File: src/rtl/arbitro_rr4.sv
// Round-robin scheduler sharing one TX byte path among four lane FIFOs.
// Optional build macro PRIO_LANE0_EN makes lane 0 strict priority over lanes 1-3.
module arbitro_rr4 #(
   parameter int DATA_W   = 8,
   parameter int IDLE_CNT = 4
) (
   input  logic              clk_f,
   input  logic              reset,
   input  logic              active,
   input  logic [3:0]        empty_in,
   input  logic [DATA_W-1:0] data_in0,
   input  logic [DATA_W-1:0] data_in1,
   input  logic [DATA_W-1:0] data_in2,
   input  logic [DATA_W-1:0] data_in3,
   input  logic              almost_full_in,
   output logic [3:0]        pop,
   output logic [DATA_W-1:0] data_out,
   output logic              valid_out,
   output logic [1:0]        lane_sel,
   output logic              idle,
   output logic [1:0]        state_dbg
);

   typedef enum logic [1:0] {
      S_INIT = 2'd0,
      S_RUN  = 2'd1,
      S_IDLE = 2'd2
   } state_t;

   state_t            state, state_next;
   logic [1:0]        last_grant;
   logic [1:0]        rr_grant;
   logic [1:0]        grant;
   logic [1:0]        scan_idx;
   logic              rr_vld;
   logic              grant_vld;
   logic              lg_upd;
   logic              arb_en;
   logic [3:0]        req;
   logic [3:0]        idle_cnt, idle_cnt_next;
   logic [DATA_W-1:0] sel_data;

   assign state_dbg = state;

   // Arbitration: scan last_grant+1 .. last_grant+4 so the previous winner is checked last.
   always_comb begin
      arb_en   = ~reset & active & ((state == S_RUN) | (state == S_IDLE));
      req      = almost_full_in ? 4'b0000 : ~empty_in;
      rr_vld   = 1'b0;
      rr_grant = last_grant;
      scan_idx = last_grant;
      for (int k = 1; k <= 4; k++) begin
         scan_idx = last_grant + 2'(k);
         if (!rr_vld && req[scan_idx]) begin
            rr_vld   = 1'b1;
            rr_grant = scan_idx;
         end
      end
`ifdef PRIO_LANE0_EN
      // Lane 0 wins outright and leaves the round-robin pointer untouched.
      grant_vld = req[0] | rr_vld;
      grant     = req[0] ? 2'd0 : rr_grant;
      lg_upd    = arb_en & rr_vld & ~req[0];
`else
      grant_vld = rr_vld;
      grant     = rr_grant;
      lg_upd    = arb_en & rr_vld;
`endif
      pop = (arb_en && grant_vld) ? (4'b0001 << grant) : 4'b0000;
      case (grant)
         2'd0:    sel_data = data_in0;
         2'd1:    sel_data = data_in1;
         2'd2:    sel_data = data_in2;
         default: sel_data = data_in3;
      endcase
   end

   always_comb begin
      state_next = state;
      case (state)
         S_INIT: if (active) state_next = S_RUN;
         S_RUN: begin
            if (!active)
               state_next = S_INIT;
            else if (idle_cnt == 4'(IDLE_CNT) && pop == 4'b0000)
               state_next = S_IDLE;
         end
         S_IDLE: begin
            if (!active)
               state_next = S_INIT;
            else if (pop != 4'b0000)
               state_next = S_RUN;
         end
         default: state_next = S_INIT;
      endcase

      // Counter only lives while staying in RUN without a pop; otherwise it clears.
      idle_cnt_next = 4'd0;
      if (state == S_RUN && state_next == S_RUN && pop == 4'b0000) begin
         if (empty_in == 4'hF && idle_cnt != 4'(IDLE_CNT))
            idle_cnt_next = idle_cnt + 4'd1;
         else
            idle_cnt_next = idle_cnt;
      end
   end

   always_ff @(posedge clk_f) begin
      if (reset) begin
         state      <= S_INIT;
         last_grant <= 2'd3;
         idle_cnt   <= 4'd0;
         idle       <= 1'b0;
         data_out   <= '0;
         valid_out  <= 1'b0;
         lane_sel   <= 2'd0;
      end else begin
         state    <= state_next;
         idle_cnt <= idle_cnt_next;
         idle     <= (state_next == S_IDLE);
         if (lg_upd)
            last_grant <= grant;
         if (pop != 4'b0000) begin
            data_out  <= sel_data;
            valid_out <= 1'b1;
            lane_sel  <= grant;
         end else begin
            valid_out <= 1'b0;
         end
      end
   end

endmodule
File: config.mk
export PLATFORM = sky130hd
export DESIGN_NAME = arbitro_rr4
export DESIGN_NICKNAME = d
export VERILOG_FILES = /design/src/rtl/arbitro_rr4.sv
export SDC_FILE = /design/constraint.sdc
export NUM_CORES = 1
export LEC_CHECK = 0
export ABC_CLOCK_PERIOD_IN_PS = 2600
export CAP_MARGIN = 20
export CORE_MARGIN = 2
export CORE_UTILIZATION = 43
export DETAILED_ROUTE_END_ITERATION = 16
export GPL_ROUTABILITY_DRIVEN = 0
export GPL_TIMING_DRIVEN = 0
export PLACE_DENSITY = 0.8
export SYNTH_ARGS = -nofsm -noshare
export SYNTH_HDL_FRONTEND = slang
export SYNTH_SLANG_ARGS = --single-unit
File: constraint.sdc
create_clock -name clk_f -period 2.6 [get_ports clk_f]
set_input_delay 0.52 -clock clk_f [delete_from_list [all_inputs] [get_ports clk_f]]
set_output_delay 0.52 -clock clk_f [all_outputs]
set_load 0.02 [all_outputs]
==> results of run 1 <==
==> Yosys cell counts (all sizes together) <==
cell,n
a211oi,16
a21o,2
a21oi,4
and2,2
and3,16
and3b,1
and4,2
buf,3
clkbuf,8
dfxtp,20
ha,6
inv,8
mux2i,1
mux4,1
nand2,5
nand2b,3
nand3,10
nand4,1
nand4bb,1
nor2,2
nor3,4
nor4,4
o2111ai,1
o211a,1
o211ai,2
o21ai,7
o221a,1
o221ai,1
o2bb2ai,1
o311ai,1
o31a,1
o31ai,10
or2,1
or3,1
xnor2,2
xor2,1
==> area by class of cell <==
cell class,count,share of cell area (%)
Buffer,9,4.57
Multi-Input combinational cell,112,42.6
Sequential cell,20,18.9
Timing Repair Buffer,70,29.0
Inverter,8,1.39
Clock buffer,3,1.04
Tap cell,44,2.54
==> layer usage <==
metal	vias to the layer above	global-route usage [%]	share of wire, %
li1	728	-	-
met4	0	7.90	2.3
met1	714	30.6	41
met5	-	0	0
met3	10	1.68	4.5
met2	51	42.4	52
==> what timing repair did <==
| action | 4_1_cts | 5_1_grt |
|---|---|---|
| setup buffers | 11 | 3 |
| endpoints found under the hold margin | 0 | 0 |
| gates resized for setup | 42 | 6 |
| pin swaps | 5 | 1 |
| endpoints found under the setup margin | 4 | 4 |
==> cells in the final DEF, fill, tap and decap left out, types with 2 or more instances in the layout <==
cell type	count
a211oi_1	10
a211oi_2	6
a21oi_1	4
and2_1	2
and3_1	6
and3_2	10
buf_2	8
buf_4	14
buf_6	2
clkbuf_1	2
clkbuf_4	3
clkbuf_8	5
clkdlybuf4s50_1	46
dfxtp_1	17
dfxtp_4	2
ha_1	5
inv_1	8
nand2_1	4
nand2b_4	3
nand3_1	10
nor2_1	2
nor3_1	4
nor4_1	4
o211ai_1	2
o21ai_0	6
o31ai_1	10
xnor2_1	2
==> registers in the layout (all words and copies together) (netlist names) <==
name,cells
data_out,8
idle,1
idle_cnt,4
lane_sel,2
last_grant,2
state_dbg,2
valid_out,1
==> worst reg2reg max path: stages (launching register included) <==
cell and delay, ps:
dfxtp_4 380, inv_1 80, ha_4 280, nand4bb_4 110, o211a_1 210, o21ai_0 280, o2111ai_1 270, nor4_1 330
==> metrics by stage <==
step / cells / total power, uW / hold WS, ps / setup slack (ps)
after global routing: 266 / 733 / 498 / 10.5
after detailed placement: 251 / 543 / 467 / -1020
after global placement: 251 / 535 / 454 / -941
final: 266 / 702 / 478 / 66.8
after floorplan: 151 / 441 / 508 / -13.1
after CTS: 263 / 691 / 482 / 1.38
==> final timing paths <==
check / startpoint / to / slack (ps) / cells past startpoint
max: empty_in[1] / pop[3] / 70 / 6
min: data_out[1]$_SDFFE_PP0P_ / data_out[1]$_SDFFE_PP0P_ / 480 / 2
max reg2reg: state_dbg[1]$_SDFF_PP0_ / idle_cnt[0]$_SDFFE_PP0P_ / 570 / 7
min reg2reg: data_out[1]$_SDFFE_PP0P_ / data_out[1]$_SDFFE_PP0P_ / 480 / 2
==> cell families after synthesis <==
| group | Yosys count | share of synthesized area (%) |
|---|---|---|
| XOR/XNOR | 3 | 1.85 |
| AO/OA/AOI/OAI | 48 | 28.3 |
| adder cells (fa/ha/maj) | 6 | 5.28 |
| flip-flops | 20 | 28.2 |
| AND/OR/NAND/NOR | 53 | 23.9 |
| buffers and inverters | 19 | 10.1 |
| multiplexers | 2 | 2.29 |
==> where the power goes <==
part | switching [uW] | leakage [uW] | internal, uW | total (uW)
Clock | 90.4 | 0.0000138 | 53.8 | 144
Sequential | 4.36 | 0.000163 | 313 | 317
Combinational | 110 | 0.000719 | 131 | 240
Total | 204 | 0.000895 | 497 | 702
==> metrics.md, run 1 <==
| Metric | Value |
|---|---|
| Run status | `complete, no violations` |
| Worst Path Arrival | `2010 ps` |
| Final core utilization | `69.8%` |
| Worst hold path class | `flop to flop` |
| Root Buffer | `clkbuf_4` |
| Flops & latches, synth | `20` |
| Buffers on Ports | `56` |
| Initial antenna violation count | `0` |
| Insertion delay to the later sink of the worst-skew pair | `290 ps` |
| Worst-path cell chain | `buf_2 > nand2b_4 > mux4_2 > o221a_4 > nor3_1 > buf_2` |
| Fill cells | `267` |
| Routed Antenna Nets | `0` |
| Setup Viol. Count Final | `0` |
| Top post-synthesis cells by area | `dfxtp_1, a211oi_1, a211oi_2` |
| Yosys top cell area share | `28.2%` |
| Final Hold Violating Endpoints | `0` |
| Max stage delay on crit path | `520 ps` |
| Slowest stage cell on the critical path | `mux4_2` |
| Final cycle utilization of the critical path | `97.4%` |
| Clock buffer depth | `2` |
| Vias in the first global route | `1465` |
| CTS tree | `done` |
| Multi-input logic area | `922 sq um` |
| Max Clk Rate | `0.395 GHz` |
| Final nets | `270` |
| Critical path required time | `2080 ps` |
| Tot GR Track Use | `23.9%` |
| Register clock-pin slew on the reported worst setup and hold paths | `110 ps` |
| Fin. max-slew vios | `0` |
| Crit end category | `output pin` |
| Worst-margin pin slew | `378 ps` |
| Worst Setup Start Kind | `input port` |
| Die area | `3780 sq um` |
| Vias | `1503` |
| Synth warn | `0` |
| Syn Std Cell Area | `1420 sq um` |
| Peak supply drop | `0.000177 V` |
| Crit-path max FO | `7` |
| # rows | `20` |
| Reg area | `409 sq um` |
| N_diodes | `0` |
| Buf/Inv on CP | `2` |
| Initial DRC count | `81` |
| Pin count of the biggest net entering global routing | `12` |
| Wire per inst | `16.8 microns` |
| Rel. slew slack | `74.7%` |
| Count of different cell masters after synthesis | `44` |
| Die Y | `61.5 microns` |
| Initial Util | `45.8%` |
| Cts hold-fix bufs | `0` |
| Lkg Pwr | `0.000895 uW` |
| Max-Cap Viols | `0` |
| Area grow syn2layout | `52.3%` |
| Syn_nets | `197` |
| RSZ-0062 raised after global routing | `false` |
| PwrDens | `324 nW/um^2` |
| DP Area | `2040 sq um` |
| CP delay by family, top | `multiplexers` |
| CTS Sinks | `20` |
| Setup TNS | `0 ps` |
| Post-layout min period | `2530 ps` |
| Core area | `3100 sq um` |
| Synthesized instance count | `151` |
| DR pass1 iterations | `4` |
| Critical Path Most Common Cell | `buf_2` |
| Cts bufs inserted | `3` |
| Avg Cell Area, Syn | `9.41 sq um` |
| Drt drc | `0` |
| Die width | `61.5 microns` |
| DR vias/cell | `5.65` |
| H-Tree Level Count | `1` |
| Post-synthesis sequential area ratio | `28.2%` |
| GRT overflow | `0` |
| Clock Skew | `4.73 ps` |
| First-pass GRT wire length | `6.74 mm` |
| Boundary Pins | `58` |
| Crit Path Class | `input port to output pin` |
| Yosys top cell by area | `dfxtp_1` |
| HPWL after DPL | `3.23 mm` |
| Share of cells above drive strength 1 | `28.8%` |
| Routed wire length | `4.47 mm` |
| Final Cell Area | `2160 sq um` |
No activity file was read; power rests on OpenSTA's default activity.
==> run 2, diff against run 1 <==
- ABC_CLOCK_PERIOD_IN_PS: 2600 -> default
- GPL_TIMING_DRIVEN: 0 -> default
==> metrics.md, run 2 (synthesis results as in run 1) <==
| Metric | Value |
|---|---|
| Rel. slew slack | `69.3% (-5.5 points)` |
| Fill cells | `264 (-1.1%)` |
| CTS tree | `done` |
| Initial DRC count | `54 (-33%)` |
| Multi-input logic area | `905 sq um (-1.9%)` |
| Worst Path Arrival | `2030 ps (+20 ps)` |
| PwrDens | `335 nW/um^2 (+3.2%)` |
| Final nets | `278 (+3.0%)` |
| Clock power share | `24.4% (+3.9 points)` |
| Fin. max-slew vios | `0 (unchanged)` |
| HPWL after DPL | `3.29 mm (+1.8%)` |
| RSZ-0062 raised after global routing | `false` |
| Initial Util | `45.8% (unchanged)` |
| Critical path required time | `2080 ps (about the same)` |
| Slowest stage cell on the critical path | `mux4_2` |
| Switching share of power | `27.8% (-1.3 points)` |
| Crit-path max FO | `4 (-3)` |
| Peak supply drop | `0.000298 V (+69%)` |
| Worst-margin pin slew | `460 ps (+81.9 ps)` |
| Pin count of the biggest net entering global routing | `15 (+3)` |
| Drt drc | `0 (unchanged)` |
| Commonest non-fill, non-tap cell in the layout | `clkdlybuf4s50_1` |
| First-pass GRT wire length | `6.44 mm (-4.5%)` |
| Clock buffer depth | `2 (unchanged)` |
| Worst Setup Start Kind | `input port` |
| Worst-path cell chain | `dlygate4sd2_1 > nand2b_4 > mux4_2 > o221a_4 > nor3_2 > buf_4` |
| Initial antenna violation count | `0 (unchanged)` |
| Die Y | `61.5 microns (unchanged)` |
| Final cycle utilization of the critical path | `98.1% (+0.66 points)` |
| # rows | `20 (unchanged)` |
| H-Tree Level Count | `1 (unchanged)` |
| Insertion delay to the later sink of the worst-skew pair | `300 ps (about the same)` |
| Core area | `3100 sq um (unchanged)` |
| Post-layout min period | `2550 ps (+17.1 ps)` |
| Reg area | `400 sq um (-2.1%)` |
| Die width | `61.5 microns (unchanged)` |
| Vias in the first global route | `1468 (+0.20%)` |
| Final core utilization | `71.3% (+1.5 points)` |
| Die area | `3780 sq um (unchanged)` |
| Register clock-pin slew on the reported worst setup and hold paths | `100 ps (about the same)` |
| Most frequent cells in the layout | `clkdlybuf4s50_1, buf_4, dfxtp_1` |
| DR vias/cell | `5.38 (-4.8%)` |
| Vias | `1479 (-1.6%)` |
| DR pass1 iterations | `4 (unchanged)` |
| Buf/Inv on CP | `2 (unchanged)` |
| Cts bufs inserted | `3 (unchanged)` |
| Buffers on Ports | `57 (+1.8%)` |
| Wire per inst | `14.9 microns (-11%)` |
| Crit end category | `output pin` |
| Run status | `complete, no violations` |
| Root Buffer | `clkbuf_4` |
| CP delay by family, top | `multiplexers` |
| Clock Skew | `6.92 ps (+2.19 ps)` |
| CTS Sinks | `20 (unchanged)` |
| Largest regs | `data_out (8), idle_cnt (4)` |
| Combinational share of power | `32.5% (-1.8 points)` |
| Max-Cap Viols | `0 (unchanged)` |
| Final Hold Violating Endpoints | `0 (unchanged)` |
| Switch Pwr | `206 uW (+0.61%)` |
| Routed wire length | `4.09 mm (-8.4%)` |
| Post-route insts no fill | `275 (+3.4%)` |
| Sequential Power Share | `43.1% (-2.1 points)` |
| Worst hold path class | `flop to flop` |
| Share of cells above drive strength 1 | `29.4% (+0.61 points)` |
| Final Cell Area | `2210 sq um (+2.1%)` |
| GRT overflow | `0 (unchanged)` |
| Top reg by flops | `data_out` |
| Crit Path Class | `input port to output pin` |
| Routed Antenna Nets | `0 (unchanged)` |
| Total power | `740 uW (+5.4%)` |
| Internal power | `534 uW (+7.4%)` |
| DP Area | `2140 sq um (+5.2%)` |
| Boundary Pins | `58 (unchanged)` |
| Setup Viol. Count Final | `0 (unchanged)` |
| Area grow syn2layout | `55.5%` |
| Lkg Pwr | `0.000913 uW (+2.0%)` |
| N_diodes | `0 (unchanged)` |
| Placed cells | `269 (+7.2%)` |
| Max Clk Rate | `0.392 GHz (-0.67%)` |
| Tot GR Track Use | `22.6% (-1.4 points)` |
| Max FFs per register | `8 (unchanged)` |
| Max stage delay on crit path | `510 ps (about the same)` |
-- run 2: changes by cell type in the layout (fill, tap and decap cells not counted), sizes merged --
cell	delta
buf	+10
clkbuf	-6
dlymetal6s2s	-1
dlygate4sd2	+3
clkdlybuf4s50	+3
-- run 2: worst paths after layout --
kind,from,end,slack [ps],cells after the start
worst max-delay path,empty_in[1],pop[1],50,6
worst min-delay path,data_out[6]$_SDFFE_PP0P_,data_out[6]$_SDFFE_PP0P_,470,2
worst max register to register,state_dbg[0]$_SDFF_PP0_,idle_cnt[3]$_SDFFE_PP0P_,300,8
worst min register to register,data_out[6]$_SDFFE_PP0P_,data_out[6]$_SDFFE_PP0P_,470,2
-- run 2: worst min-delay path: cells and delay by family (launching register included) --
kind            cells  cell delay [ps]
simple gates        1               60
flops               1              320
compound gates      1               60
-- run 2: area by class of cell --
type	count	area share, %
multi-input combinational	112	40.9
timing repair buffer	87	35.5
sequential	20	18.1
tap	44	2.49
clock buffer	4	1.64
inverter	8	1.36
-- run 2: power by group through the flow --
stage	combinational [uW]	sequential (uW)	clock (uW)
after CTS	239	319	187
after global routing	259	320	199
final	240	319	181
after global placement	227	325	0
after detailed placement	235	326	0
after floorplan	107	333	0
-- run 2: timing repair --
item                       CTS  global route
hold endpoints to repair     0             0
setup buffers                1             1
hold buffers                 0             0
setup endpoints to repair    4             3
gates resized for setup     34             0
pin swaps                    6             2
-- run 2: per-layer routing --
metal | vias up | GRT usage, % | wire length (microns)
met2 | 33 | 40.3 | 2150
met4 | 0 | 7.60 | 93
met5 | - | 0 | 0
li1 | 741 | - | -
met1 | 695 | 26.7 | 1710
met3 | 10 | 4.62 | 141
-- run 2: per-stage QoR --
| step | hold WS, ps | setup slack (ps) | TNS, ps |
|---|---|---|---|
| after global routing | 505 | 14.3 | 0 |
| final | 475 | 49.7 | 0 |
| after floorplan | 508 | -13.1 | -26.3 |
| after detailed placement | 460 | -662 | -2610 |
| after global placement | 457 | -638 | -2300 |
| after CTS | 477 | 44.5 | 0 |
